`src/rtl/lab2_proc_imm_pkg.sv`:
```
// Shared immediate-format and opcode constants for the decode scheduler
// and the downstream immediate generator.
package lab2_proc_imm_pkg;

   localparam logic [2:0] IMM_I = 3'd0;
   localparam logic [2:0] IMM_S = 3'd1;
   localparam logic [2:0] IMM_B = 3'd2;
   localparam logic [2:0] IMM_U = 3'd3;
   localparam logic [2:0] IMM_J = 3'd4;

   localparam logic [6:0] OPC_LOAD   = 7'b0000011;
   localparam logic [6:0] OPC_OPIMM  = 7'b0010011;
   localparam logic [6:0] OPC_JALR   = 7'b1100111;
   localparam logic [6:0] OPC_STORE  = 7'b0100011;
   localparam logic [6:0] OPC_BRANCH = 7'b1100011;
   localparam logic [6:0] OPC_LUI    = 7'b0110111;
   localparam logic [6:0] OPC_AUIPC  = 7'b0010111;
   localparam logic [6:0] OPC_JAL    = 7'b1101111;
   localparam logic [6:0] OPC_OP     = 7'b0110011;

   // One buffered decode entry, captured at enqueue time.
   typedef struct packed {
      logic [31:0] inst;
      logic [2:0]  imm_type;
      logic        imm_use;
      logic        illegal;
   } dec_entry_t;

endpackage

```
`src/rtl/lab2_proc_imm_type_decode.sv`:
```
// Combinational opcode classifier: maps inst[6:0] to the immediate
// format, whether an immediate is consumed, and whether it is illegal.
module lab2_proc_imm_type_decode
   import lab2_proc_imm_pkg::*;
(
   input  logic [6:0] opcode,
   output logic [2:0] imm_type,
   output logic       imm_use,
   output logic       illegal
);

   // Opcode to immediate-format lookup; unknown opcodes flag illegal.
   always_comb begin
      imm_type = IMM_I;
      imm_use  = 1'b0;
      illegal  = 1'b0;
      case (opcode)
         OPC_LOAD, OPC_OPIMM, OPC_JALR: begin
            imm_type = IMM_I;
            imm_use  = 1'b1;
         end
         OPC_STORE: begin
            imm_type = IMM_S;
            imm_use  = 1'b1;
         end
         OPC_BRANCH: begin
            imm_type = IMM_B;
            imm_use  = 1'b1;
         end
         OPC_LUI, OPC_AUIPC: begin
            imm_type = IMM_U;
            imm_use  = 1'b1;
         end
         OPC_JAL: begin
            imm_type = IMM_J;
            imm_use  = 1'b1;
         end
         OPC_OP: begin
            imm_type = IMM_I;
            imm_use  = 1'b0;
         end
         default: begin
            imm_type = IMM_I;
            imm_use  = 1'b0;
            illegal  = 1'b1;
         end
      endcase
   end

endmodule

```
`src/rtl/lab2_proc_decode_imm_sched.sv`:
```
// Decode-stage immediate scheduler: classifies fetched instructions and
// holds them in a 2-entry elastic buffer released to X under val/rdy.
module lab2_proc_decode_imm_sched
   import lab2_proc_imm_pkg::*;
#(
   parameter int p_depth     = 2,
   parameter int p_cnt_nbits = 8
)(
   input  logic                   clk,
   input  logic                   reset,
   input  logic                   in_val,
   output logic                   in_rdy,
   input  logic [31:0]            in_inst,
   input  logic                   squash,
   output logic                   out_val,
   input  logic                   out_rdy,
   output logic [31:0]            out_inst,
   output logic [2:0]             out_imm_type,
   output logic                   out_imm_use,
   output logic                   out_illegal,
   output logic [p_cnt_nbits-1:0] illegal_cnt
);

   localparam logic [p_cnt_nbits-1:0] CNT_MAX = {p_cnt_nbits{1'b1}};

   function automatic logic [p_cnt_nbits-1:0] sat_inc(input logic [p_cnt_nbits-1:0] v);
      if (v == CNT_MAX) begin
         sat_inc = v;
      end else begin
         sat_inc = v + {{(p_cnt_nbits-1){1'b0}}, 1'b1};
      end
   endfunction

   logic [1:0]             count_q, count_d;
   logic                   head_q, head_d;
   logic                   tail_q, tail_d;
   logic [p_cnt_nbits-1:0] illegal_cnt_q, illegal_cnt_d;
   dec_entry_t             ent_q [p_depth];
   dec_entry_t             ent_d [p_depth];

   logic       enq_fire;
   logic       deq_fire;
   dec_entry_t new_ent;
   dec_entry_t head_ent;

   lab2_proc_imm_type_decode u_decode (
      .opcode   (in_inst[6:0]),
      .imm_type (new_ent.imm_type),
      .imm_use  (new_ent.imm_use),
      .illegal  (new_ent.illegal)
   );
   assign new_ent.inst = in_inst;

   // Handshake terms depend on state and reset only, so out_rdy never reaches in_rdy.
   always_comb begin
      in_rdy   = reset & (count_q != 2'd2);
      out_val  = reset & (count_q != 2'd0);
      enq_fire = in_val & in_rdy & ~squash;
      deq_fire = out_val & out_rdy & ~squash;
   end

   // Next-state for occupancy, pointers, storage and the illegal counter.
   always_comb begin
      count_d       = count_q;
      head_d        = head_q;
      tail_d        = tail_q;
      illegal_cnt_d = illegal_cnt_q;
      ent_d         = ent_q;
      if (squash) begin
         count_d = 2'd0;
         head_d  = 1'b0;
         tail_d  = 1'b0;
      end else begin
         if (enq_fire) begin
            ent_d[tail_q] = new_ent;
            tail_d        = ~tail_q;
         end else begin
            tail_d = tail_q;
         end
         if (deq_fire) begin
            head_d = ~head_q;
            if (ent_q[head_q].illegal) begin
               illegal_cnt_d = sat_inc(illegal_cnt_q);
            end else begin
               illegal_cnt_d = illegal_cnt_q;
            end
         end else begin
            head_d = head_q;
         end
         case ({enq_fire, deq_fire})
            2'b10:   count_d = count_q + 2'd1;
            2'b01:   count_d = count_q - 2'd1;
            default: count_d = count_q;
         endcase
      end
   end

   // State registers with synchronous active-low reset.
   always_ff @(posedge clk) begin
      if (!reset) begin
         count_q       <= 2'd0;
         head_q        <= 1'b0;
         tail_q        <= 1'b0;
         illegal_cnt_q <= '0;
         for (int i = 0; i < p_depth; i++) begin
            ent_q[i] <= '0;
         end
      end else begin
         count_q       <= count_d;
         head_q        <= head_d;
         tail_q        <= tail_d;
         illegal_cnt_q <= illegal_cnt_d;
         ent_q         <= ent_d;
      end
   end

   // Head mux; data outputs are forced to zero whenever no entry is valid.
   always_comb begin
      if (out_val) begin
         head_ent = ent_q[head_q];
      end else begin
         head_ent = '0;
      end
      out_inst     = head_ent.inst;
      out_imm_type = head_ent.imm_type;
      out_imm_use  = head_ent.imm_use;
      out_illegal  = head_ent.illegal;
      illegal_cnt  = illegal_cnt_q;
   end

endmodule

```
`config.mk`:
```
export PLATFORM = sky130hd
export DESIGN_NAME = lab2_proc_decode_imm_sched
export DESIGN_NICKNAME = d
export VERILOG_FILES = /design/src/rtl/lab2_proc_imm_pkg.sv /design/src/rtl/lab2_proc_imm_type_decode.sv /design/src/rtl/lab2_proc_decode_imm_sched.sv
export SDC_FILE = /design/constraint.sdc
export NUM_CORES = 1
export LEC_CHECK = 0
export BUFFER_PORTS_ARGS = -buffer_cell sky130_fd_sc_hd__buf_4
export CAP_MARGIN = 10
export CORE_MARGIN = 5
export CORE_UTILIZATION = 50
export CTS_CLUSTER_SIZE = 28
export DETAILED_ROUTE_END_ITERATION = 6
export PLACE_DENSITY = 0.74
export SKIP_CTS_REPAIR_TIMING = 1
export SYNTH_ARGS = -nofsm -noshare
export SYNTH_HDL_FRONTEND = slang
export SYNTH_SLANG_ARGS = --single-unit
```
`constraint.sdc`:
```
create_clock -name clk -period 2.05 [get_ports clk]
set_input_delay 0.1025 -clock clk [delete_from_list [all_inputs] [get_ports clk]]
set_output_delay 0.1025 -clock clk [all_outputs]
set_load 0.02 [all_outputs]
```
# [Word level (Yosys, flattened, before mapping)]
# Index checks and enable logic that the tools add are counted.
[classes] eq_ne=13 mux=11 magnitude_cmp=3 reduce_logical=9 bitwise=13 addsub=3
[op_table] op="$mux W37" n=5
[op_table] op="$bwmux W74" n=1
[op_table] op="$demux W37 S1" n=1
[op_table] op="$eq A7 B6 Y1 const B" n=3
[op_table] op="$eq A7 B7 Y1 const B" n=3
[op_table] op="$eq A7 B5 Y1 const B" n=2
[op_table] op="$pmux W3 S4" n=1
[op_table] op="$reduce_or A9 Y1" n=1
[op_table] op="$add A8 B1 Y8 const B" n=1
[op_table] op="$eq A8 B8 Y1 const B" n=1
[op_table] op="$reduce_or A8 Y1" n=1
[op_table] op="$eq A7 B2 Y1 const B" n=1
[op_table] op="$and A1 B1 Y1" n=6
[op_table] op="$not A1 Y1" n=5
[op_table] op="$ge A2 B2 Y1 const B" n=2
[op_table] op="$not A1 Y2" n=2
[op_table] op="$pmux W2 S2" n=1
[op_table] op="$reduce_and A4 Y1" n=1
[op_table] op="$reduce_bool A2 Y1" n=2
[op_table] op="$reduce_or A2 Y1" n=2
[op_table] op="$add A2 B1 Y2 const B" n=1
[op_table] op="$eq A2 B1 Y1 const B" n=1
[op_table] op="$eq A2 B2 Y1 const B" n=1
[op_table] op="$lt A2 B1 Y1 const B" n=1
[op_table] op="other kinds (5)" n=6
[word_totals] register_bits=86 input_bits=37

# [Depth between registers and ports, before layout]
[logic_depth] ltp_word=6 mapped_depth=7 mapped_depth_nobuf=6

# [Cells and area by module]
# Synthesis repeated with hierarchy kept, for this count alone.
[hier_totals] hier_cells=457 hier_area_um2=4076.4
[modules_own_cells] module="lab2_proc_decode_imm_sched" area_each_um2=3928.8 instances=1 cells_each=434
[modules_own_cells] module="lab2_proc_imm_type_decode" area_each_um2=147.6 instances=1 cells_each=23

# [Least setup slack after synthesis]
# No wires, ideal clock.
[synth_path] path_kind="register to register" from="reg illegal_cnt_q[0] (netlist: illegal_cnt[0])" to="reg illegal_cnt_q[2] (netlist: illegal_cnt[2])" stages_incl_launch_ff=6 arrival_ns=1.543 setup_time_ns=0.135 n_path_buf=0 path_slack_ns=0.372 cell_sequence="dfxtp_1 ha_1 nand3_1 or3_1 and3_1 mux2i_1"
[synth_via] elab_chain_cells=3 word_cells_on_any_way=4 classes_between="1 x add/sub; 1 x eq/ne; 1 x bitwise; 1 x reduce/logical"
[synth_rtl] element="from (decl)" line="lab2_proc_decode_imm_sched.sv:37" source="logic [p_cnt_nbits-1:0] illegal_cnt_q, illegal_cnt_d;"
[synth_rtl] element="from (signal assigned)" line="lab2_proc_decode_imm_sched.sv:112" source="illegal_cnt_q <= illegal_cnt_d;"
[synth_rtl] element="parallel branches: the longest is 3 deep, another holds $add A8 B1 Y8"
# Several ways; the timed one is not identified.
# A chain may end at the register's enable or synchronous reset.

# [Final worst setup path]
[layout_path] from="reg head_q" to="out out_imm_type[2]"
[layout_via] elab_chain_cells=5
[layout_rtl] element="from (decl)" line="lab2_proc_decode_imm_sched.sv:35" source="logic head_q, head_d;"
[layout_rtl] element="from (signal assigned)" line="lab2_proc_decode_imm_sched.sv:102" source="head_q <= 1'b0;"
[layout_rtl] element="from (signal assigned)" line="lab2_proc_decode_imm_sched.sv:110" source="head_q <= head_d;"
[layout_rtl] element="$not A1 Y2 (not written as such)" line="lab2_proc_decode_imm_sched.sv:120" source="head_ent = ent_q[head_q];"
[layout_rtl] element="$mux W37 (not written as such) (3 in series)" line="lab2_proc_decode_imm_sched.sv:120"
[layout_rtl] element="$mux W37" line="lab2_proc_decode_imm_sched.sv:119" source="if (out_val) begin"
[layout_rtl] element="to (decl)" line="lab2_proc_decode_imm_sched.sv:18" source="output logic [2:0] out_imm_type,"
# No other way between the ends. The select of a mux whose other input is x is not followed.

==> qor.yml <==
outcome: "complete, but fails checks"
violations: "hold timing"
clk_latency_ps: 350
hold_start: "in_inst[11]"
p_seq_share_pct: 56.9
ys.flop_type: "dfxtp_1"
hold_depth: 3
hold_ws_ps: -0.5501
place_congestion: 0.7978
nets: 609
synth_area_mm2: 0.003840
final.min_clock_period_ps: 1878
area_delta_synth_final_pct: 24.93
cp.required_ps: 1950
start_util_pct: 50.48
r2r_cells: 5
fin_tns_setup_ps: 0
drt_iter0_drc: 155
rsz0062_at_grt: "false"
period_share_pct: 91.61
skew_ps: 13.82
power.switching_mw: 0.7551
cpMostUsedCell: "buf_4"
slew-limit-headroom_pct: 55.96
core_area_mm2: 0.007607
antenna_left: 0
io_buffer_count: 83
fp.dieH_um: 97.64
leakage_nw: 1.654
path_cells: "buf_4, mux2i_1, nor2_1, buf_4"
fmax_ghz: 0.5325
dp_hpwl_um: 6244
numCtsBuffers: 9
crit_slowest_cell: "buf_4"
drv_cap: 0
die_w_um: 97.64
tightest_slew_ps: 660.6
reg2reg_from: "count_q[0]"
power_frac_comb_pct: 7.9
grt_usage_pct: 19.47
synth_cell_types: 42
wl_um: 9265
hp-class: "in -> reg"
internal_power_mw: 2.247
grt_max_degree: 57
fin_util_pct: 63.06
slowest_delay_ps: 540
layout-drive-gt1-share_pct: 20.52
die_area_mm2: 0.009533
syn-num-nets: 533
pwr-share-clk_pct: 35.3
cts_sinks: 86
fin_ws_ps: 172.0
synth-seq-cells: 86
antenna_found_initial: 0
cp_max_fo: 37
rows: 32
powerDensity_mw_per_mm2: 625.8
root_buffer: "clkbuf_8"
reg2reg_to: "illegal_cnt[4]"
timing.reg2reg.setup_slack_ps: 260
hold_end: "ent_q[16]"
cts_tree: "done"
via_per_inst: 5.220
ir_drop_mv: 0.3783
grt_overflow_total: 0
critical_path_class: "reg -> out"
slew_viol_final: 0
swShare_pct: 25.15
antenna_cells: 0
grt_pass1_wl_um: 15640
finalSetupViolCount: 0
hold_viol: 1
firstDrtPassIters: 5
synth-edff-count: 0
grt_pass1_vias: 3467
io_pins: 84
drcViolationCount: 0
ys_seq_area_share_pct: 44.84
h-tree-depth: 3
endpoint_kind: "output pin"
clock_path_buffers: 2
vias: 3534
power.total_mw: 3.002
ys_warn_count: 0
avgSynthCellArea_um2: 7.773
syn_inst: 494
place_ws_ps: 281.1
start_kind: "register"
synth-async-reset-ratio_pct: 0
arrival_ps: 1780
routedWlPerCell_um: 13.69
cts.reportedPaths.clkPinSlew_ps: 90
[routing by layer]
layer	GRT usage, %	routed length, µm	vias up
li1	-	-	1811
met1	23.75	4038	1636
met2	34.48	4686	83
met3	3.446	478	4
met4	6.496	60	0
met5	0	0	-
[metrics by stage]
stage / std cells / cell area, µm²
after floorplan: 494 / 3840
after global placement: 655 / 4564
after detailed placement: 655 / 4564
after CTS: 671 / 4737
after global routing: 677 / 4797
final: 677 / 4797
[area by class of cell]
cell class,count,area (µm²)
fillers,709,2810
multi-input cells,369,1961
flip-flops and latches,86,1723
repair buffers,102,805.8
clock buffers,10,127.6
well taps,102,127.6
clock inverters,6,45.04
inverters,2,7.507
[power by group through the flow]
stage          Sequential [mW]  Clock (mW)  Combinational (mW)
6_report                  1.71        1.06               0.236
5_1_grt                   1.71        1.15               0.260
4_1_cts                   1.71        1.09               0.229
3_5_place_dp              1.75           0               0.228
3_3_place_gp              1.75           0               0.223
2_1_floorplan             1.74           0               0.123
[layout by cell type (no fill, tap or decap), drive strengths merged, types with 2 or more instances in the layout]
cell / instances
o21ai: 7
mux2i: 38
xor2: 2
a21oi: 78
nor3: 3
o31ai: 4
nand4: 2
nand2: 147
nand2b: 3
buf: 96
inv: 4
ha: 2
clkbuf: 10
dfxtp: 86
a32o: 2
or4: 2
o41ai: 3
dlygate4sd3: 6
a211oi: 2
nor2: 45
o311ai: 2
or3: 4
clkinvlp: 3
nand3: 6
nand3b: 2
[Yosys cell counts, drive strengths merged (2+ instances only)]
library cell | instances | area [µm²]
xor2 | 2 | 17.52
inv | 2 | 7.510
o41ai | 3 | 26.28
clkbuf | 19 | 71.32
nand2b | 3 | 26.27
nor2 | 45 | 168.9
nand3 | 6 | 30.03
o21ai | 7 | 38.79
a211oi | 2 | 15.01
o311ai | 2 | 17.52
buf | 18 | 90.09
or3 | 4 | 25.02
mux2i | 38 | 380.4
nand3b | 2 | 15.01
nor3 | 3 | 15.01
nand2 | 147 | 551.8
or4 | 2 | 15.01
o31ai | 4 | 30.03
dfxtp | 86 | 1722
a21oi | 78 | 390.4
nand4 | 2 | 12.51
ha | 2 | 25.02
a32o | 2 | 20.02
[state kept, by name (all words and copies together) (netlist names)]
signal / count
count_q: 2
illegal_cnt: 8
head_q: 1
ent_q: 74
tail_q: 1
[kinds of logic after synthesis]
logic type,synth area share [%]
xor+xnor,0.6844
flops,44.84
compound gates,14.99
mux,9.905
buf+inv,4.399
fa+ha+maj,0.6516
simple gates,24.54
[worst max path at each step]
stage,start,to,slack [ps]
3_5_place_dp,count_q[0],illegal_cnt[4],280
3_3_place_gp,count_q[0],illegal_cnt[4],360
6_report,head_q,out_imm_type[2],170
2_1_floorplan,illegal_cnt[0],illegal_cnt[2],370
4_1_cts,head_q,out_imm_type[2],150
5_1_grt,head_q,out_imm_type[2],60
[critical path, delay by kind of cell (launching register included)]
kind	cells	cell delay, ps
and+or+nand+nor	1	70
DFF	1	340
muxes	1	280
buffers and inverters	2	720
No activity file was read; power rests on OpenSTA's default activity.
